## config.mk

```make
export PLATFORM = sky130hd
export DESIGN_NAME = spi_controller
export DESIGN_NICKNAME = d
export VERILOG_FILES = /design/src/rtl/spi_controller.sv
export SDC_FILE = /design/constraint.sdc
export NUM_CORES = 1
export LEC_CHECK = 0
export BUFFER_PORTS_ARGS = -buffer_cell sky130_fd_sc_hd__buf_2
export CORE_MARGIN = 4
export CORE_UTILIZATION = 40
export DETAILED_ROUTE_END_ITERATION = 12
export SLEW_MARGIN = 20
export SYNTH_ARGS = -nofsm -noshare
export SYNTH_HDL_FRONTEND = slang
export SYNTH_SLANG_ARGS = --single-unit
```

## constraint.sdc

```tcl
create_clock -name clk -period 3.4 [get_ports clk]
set_input_delay 0.51 -clock clk [delete_from_list [all_inputs] [get_ports clk]]
set_output_delay 0.51 -clock clk [all_outputs]
set_load 0.02 [all_outputs]
```

## src/rtl/spi_controller.sv

```systemverilog
`default_nettype none
// +----------------------------------------------------------------------------+
// | Module   : spi_controller                                                  |
// | Function : SPI initiator, one MSB-first full-duplex frame, CPOL/CPHA modes |
// | Revision : 1.0 - initial release                                           |
// +----------------------------------------------------------------------------+
module spi_controller #(
    parameter int DATA_WIDTH = 16,
    parameter int DIV_WIDTH  = 8
) (
    input  logic                  clk,
    input  logic                  rstb,
    input  logic                  ena,
    input  logic [1:0]            mode,
    input  logic [DIV_WIDTH-1:0]  clk_div,
    input  logic                  start,
    input  logic [DATA_WIDTH-1:0] tx_data,
    output logic                  busy,
    output logic                  done,
    output logic [DATA_WIDTH-1:0] rx_data,
    output logic                  spi_cs_n,
    output logic                  spi_clk,
    output logic                  spi_mosi,
    input  logic                  spi_miso
);

    localparam int EDGES = 2 * DATA_WIDTH;
    localparam int ECW   = $clog2(EDGES + 1);
    localparam logic [ECW-1:0] LAST_EDGE = ECW'(EDGES);

    typedef enum logic [2:0] {
        IDLE  = 3'd0,
        SETUP = 3'd1,
        XFER  = 3'd2,
        HOLD  = 3'd3,
        GAP   = 3'd4
    } state_t;

    state_t                state;
    logic                  cpha_l;
    logic [DIV_WIDTH-1:0]  div_l;
    logic [DATA_WIDTH-1:0] tx_sh;
    logic [DATA_WIDTH-1:0] rx_sh;
    logic [DIV_WIDTH-1:0]  hcnt;
    logic [ECW-1:0]        edge_cnt;

    logic           half_end;
    logic           sample;
    logic [ECW-1:0] next_edge;

    assign half_end  = (hcnt == div_l);
    // The half-period that ends now began at a sampling edge (odd edges for CPHA=0, even for CPHA=1).
    assign sample    = (edge_cnt != '0) && (edge_cnt[0] == ~cpha_l);
    assign next_edge = edge_cnt + 1'b1;

    always_ff @(posedge clk or negedge rstb) begin
        if (!rstb) begin
            state    <= IDLE;
            cpha_l   <= 1'b0;
            div_l    <= '0;
            tx_sh    <= '0;
            rx_sh    <= '0;
            hcnt     <= '0;
            edge_cnt <= '0;
            busy     <= 1'b0;
            done     <= 1'b0;
            rx_data  <= '0;
            spi_cs_n <= 1'b1;
            spi_clk  <= 1'b0;
            spi_mosi <= 1'b0;
        end else if (ena) begin
            done <= 1'b0;
            case (state)
                IDLE: begin
                    spi_clk  <= mode[1];
                    spi_cs_n <= 1'b1;
                    spi_mosi <= 1'b0;
                    busy     <= 1'b0;
                    hcnt     <= '0;
                    edge_cnt <= '0;
                    if (start) begin
                        state    <= SETUP;
                        cpha_l   <= mode[0];
                        div_l    <= clk_div;
                        tx_sh    <= tx_data;
                        rx_sh    <= '0;
                        busy     <= 1'b1;
                        spi_cs_n <= 1'b0;
                        spi_mosi <= ~mode[0] & tx_data[DATA_WIDTH-1];
                    end
                end
                SETUP, XFER: begin
                    if (half_end) begin
                        hcnt     <= '0;
                        spi_clk  <= ~spi_clk;
                        edge_cnt <= next_edge;
                        if (sample) begin
                            rx_sh <= {rx_sh[DATA_WIDTH-2:0], spi_miso};
                        end
                        if (cpha_l && next_edge[0]) begin
                            spi_mosi <= tx_sh[DATA_WIDTH-1];
                            tx_sh    <= tx_sh << 1;
                        end else if (!cpha_l && !next_edge[0] && (next_edge != LAST_EDGE)) begin
                            spi_mosi <= tx_sh[DATA_WIDTH-2];
                            tx_sh    <= tx_sh << 1;
                        end
                        state <= (next_edge == LAST_EDGE) ? HOLD : XFER;
                    end else begin
                        hcnt <= hcnt + 1'b1;
                    end
                end
                HOLD: begin
                    if (half_end) begin
                        hcnt     <= '0;
                        // CPHA=1 samples on the final edge, so its last bit is only captured here.
                        rx_data  <= cpha_l ? {rx_sh[DATA_WIDTH-2:0], spi_miso} : rx_sh;
                        spi_cs_n <= 1'b1;
                        spi_mosi <= 1'b0;
                        done     <= 1'b1;
                        state    <= GAP;
                    end else begin
                        hcnt <= hcnt + 1'b1;
                    end
                end
                GAP: begin
                    if (half_end) begin
                        hcnt  <= '0;
                        busy  <= 1'b0;
                        state <= IDLE;
                    end else begin
                        hcnt <= hcnt + 1'b1;
                    end
                end
                default: begin
                    state <= IDLE;
                end
            endcase
        end
    end

endmodule
`default_nettype wire
```

==> impl_metrics.toml <==
[sta]
finalSetupViolCount = 0
hold_violations = 0
tns_ns = 0
maxSlewHeadroom_pct = 40.1
fin_crit_ns = 2.54
rsz0062_at_grt = "no"
worst_pin_slew_ns = 0.899
setup_ws_ns = 0.860
fin_crit_sh_pct = 74.7
fmax_ghz = 0.394
whs_ns = 0.165
finalMaxSlewViolations = 0
fin_skew_ns = 0.0105

[final_layout]
area_growth_pct = 15.2
fillers = 875
seq_area_mm2 = 0.00198
antenna_cells = 0
final_area_mm2 = 0.00444
multiInputGateArea_mm2 = 0.00177
final_common_cell = "dfrtp_1"
final_nets = 422
drive_gt1_share_pct = 26.9
layout_common_cells = "dfrtp_1, buf_2, o21ai_0"

[route]
routed_wl_mm = 7.36
postRouteAntennaNets = 0
post-route-drc-count = 0
vias_per_cell = 5.04
vias = 2618
drtPass1Iterations = 4
routedWlPerCell_um = 14.2
drtIter0Drc = 143

[clocking]
cts_buffer_depth = 2
cts.htree.levels = 3
cts-hold-fix-buffers = 0
cts_tree = "built"
cts_root_buf = "clkbuf_8"
path_clk_slew_ns = 0.08
cts_resized = 0
cts.sinks = 79
cts_setup_buffers = 0
clk_latency_ns = 0.35
cts_buffers = 9

[synthesis]
ys_ff_latch = 79
syn_inst = 336
synth.top_cell.area_share_pct = 50.7
yosysWarnings = 0
synth_nets = 373
seq_area_frac_synth_pct = 51.3
synth_area_per_cell_um2 = 11.5
synth_area_leaders = "dfrtp_1, mux2_2, o21ai_0"
synthesis.area_mm2 = 0.00385
yosysTopAreaCell = "dfrtp_1"
synth_cell_types = 47

[die]
start_util_pct = 41.3
die_area_mm2 = 0.0113
die_y_um = 106
die_w_um = 106
rows = 35
fp.coreArea_mm2 = 0.00933
io_pins = 52

[global_route]
grt_pass1_wl_mm = 12.5
grt_overflow = 0
grtUsageTotal_pct = 13.8
grt_max_degree = 80
grt_pass1_vias = 2699
antenna_found_initial = 0

[critical_path]
cp.required_ns = 3.68
cp-start-kind = "register"
crit_path_max_fanout = 16
end_kind = "register"
critical_path_arrival_ns = 2.82
path_class = "reg -> reg"

[min_path]
hp-class = "in -> async"

[placed_design]
dp_slack_ns = 0.854
gp_congestion = 0.770
port_buffers = 51
post_dp_cell_area_mm2 = 0.00421
hpwlAfterDp_mm = 5.01

[flow_run]
cap_viol_max_count = 0

[power_and_ir_drop]
ir_drop_mv = 0.356
p_leak_uw = 0.00203
pwr_density_cell_mw_per_mm2 = 728
power_uw = 3230

[status]
status = "completed"
[path summary, 6_finish.rpt]
path	startpoint	to	slack (ns)	cells after the start
min reg2reg	rx_data[8]	rx_data[8]	0.48	2
min	rstb	edge_cnt[2]	0.16	1
max	state[2]	rx_sh[2]	0.86	4
min in group clk	clk_div[0]	div_l[0]	0.38	2
max in group asynchronous	rstb	rx_sh[12]	2.73	1
max reg2reg	state[2]	rx_sh[2]	0.86	4
[report_power, final]
| part | internal, uW | switching (uW) |
|---|---|---|
| logic | 524 | 568 |
| registers | 1160 | 178 |
| clock network | 425 | 372 |
| total | 2110 | 1120 |
[cells in the mapped netlist (all sizes together)]
library cell  count
a2111oi           1
a211o             1
a21o              3
a21oi             5
a22o             16
a31o              1
a31oi             2
and2              1
and3              4
buf               9
clkbuf            7
dfrtp            78
dfstp             1
ha                6
inv               5
mux2             42
mux2i            17
nand2            33
nand2b            6
nand3            12
nand4             4
nor2              8
nor2b             6
nor3              2
nor3b             1
nor4              1
o211ai            1
o21a              2
o21ai            39
o22ai             1
o311a             1
o311ai            1
o31ai             3
or2               3
or3               3
xnor2             9
xor2              1
[metrics by stage]
stage / instances / utilization (%)
final: 519 / 47.6
after global routing: 519 / 47.6
after CTS: 519 / 47.6
after detailed placement: 503 / 45.1
after global placement: 503 / 45.1
after floorplan: 336 / -
[routing by layer]
| metal | track usage (%) | up-vias | share of wire (%) |
|---|---|---|---|
| met1 | 17.5 | 1254 | 47 |
| met3 | 4.25 | 11 | 5.0 |
| met4 | 3.89 | 0 | 1.4 |
| met5 | 0 | - | 0 |
| li1 | - | 1310 | - |
| met2 | 22.8 | 43 | 46 |
[sequential cells by signal, indices dropped and copies added (netlist names)]
name,count
busy,1
cpha_l,1
div_l,8
done,1
edge_cnt,6
hcnt,8
rx_data,16
rx_sh,16
spi_clk,1
spi_cs_n,1
spi_mosi,1
state,3
tx_sh,16
[worst max-delay path, stage by stage, from the launching register on]
cell and delay, ns:
dfrtp_1 0.57, nor2b_1 0.55, o311ai_4 0.28, a2111oi_4 0.84, a22o_1 0.24
[cell type report]
| cell class | count | share of cell area, % |
|---|---|---|
| clock buffers | 9 | 2.79 |
| clock inverters | 7 | 2.31 |
| inverters | 5 | 0.423 |
| multi-input cells | 236 | 39.9 |
| flip-flops and latches | 79 | 44.6 |
| well taps | 129 | 3.64 |
| repair buffers | 54 | 6.40 |
[logic make-up (layout without fill, tap and decap cells)]
kind of cell / Yosys count / in the layout / share of synthesized area, %
buffers and inverters: 21 / 75 / 2.79
XOR/XNOR: 10 / 10 / 2.27
flip-flops: 79 / 79 / 51.3
AO/OA/AOI/OAI: 77 / 77 / 13.7
AND/OR/NAND/NOR: 84 / 84 / 11.2
adder cells (fa/ha/maj): 6 / 6 / 1.95
multiplexers: 59 / 59 / 16.7
Power figures use the tool's default switching activity.
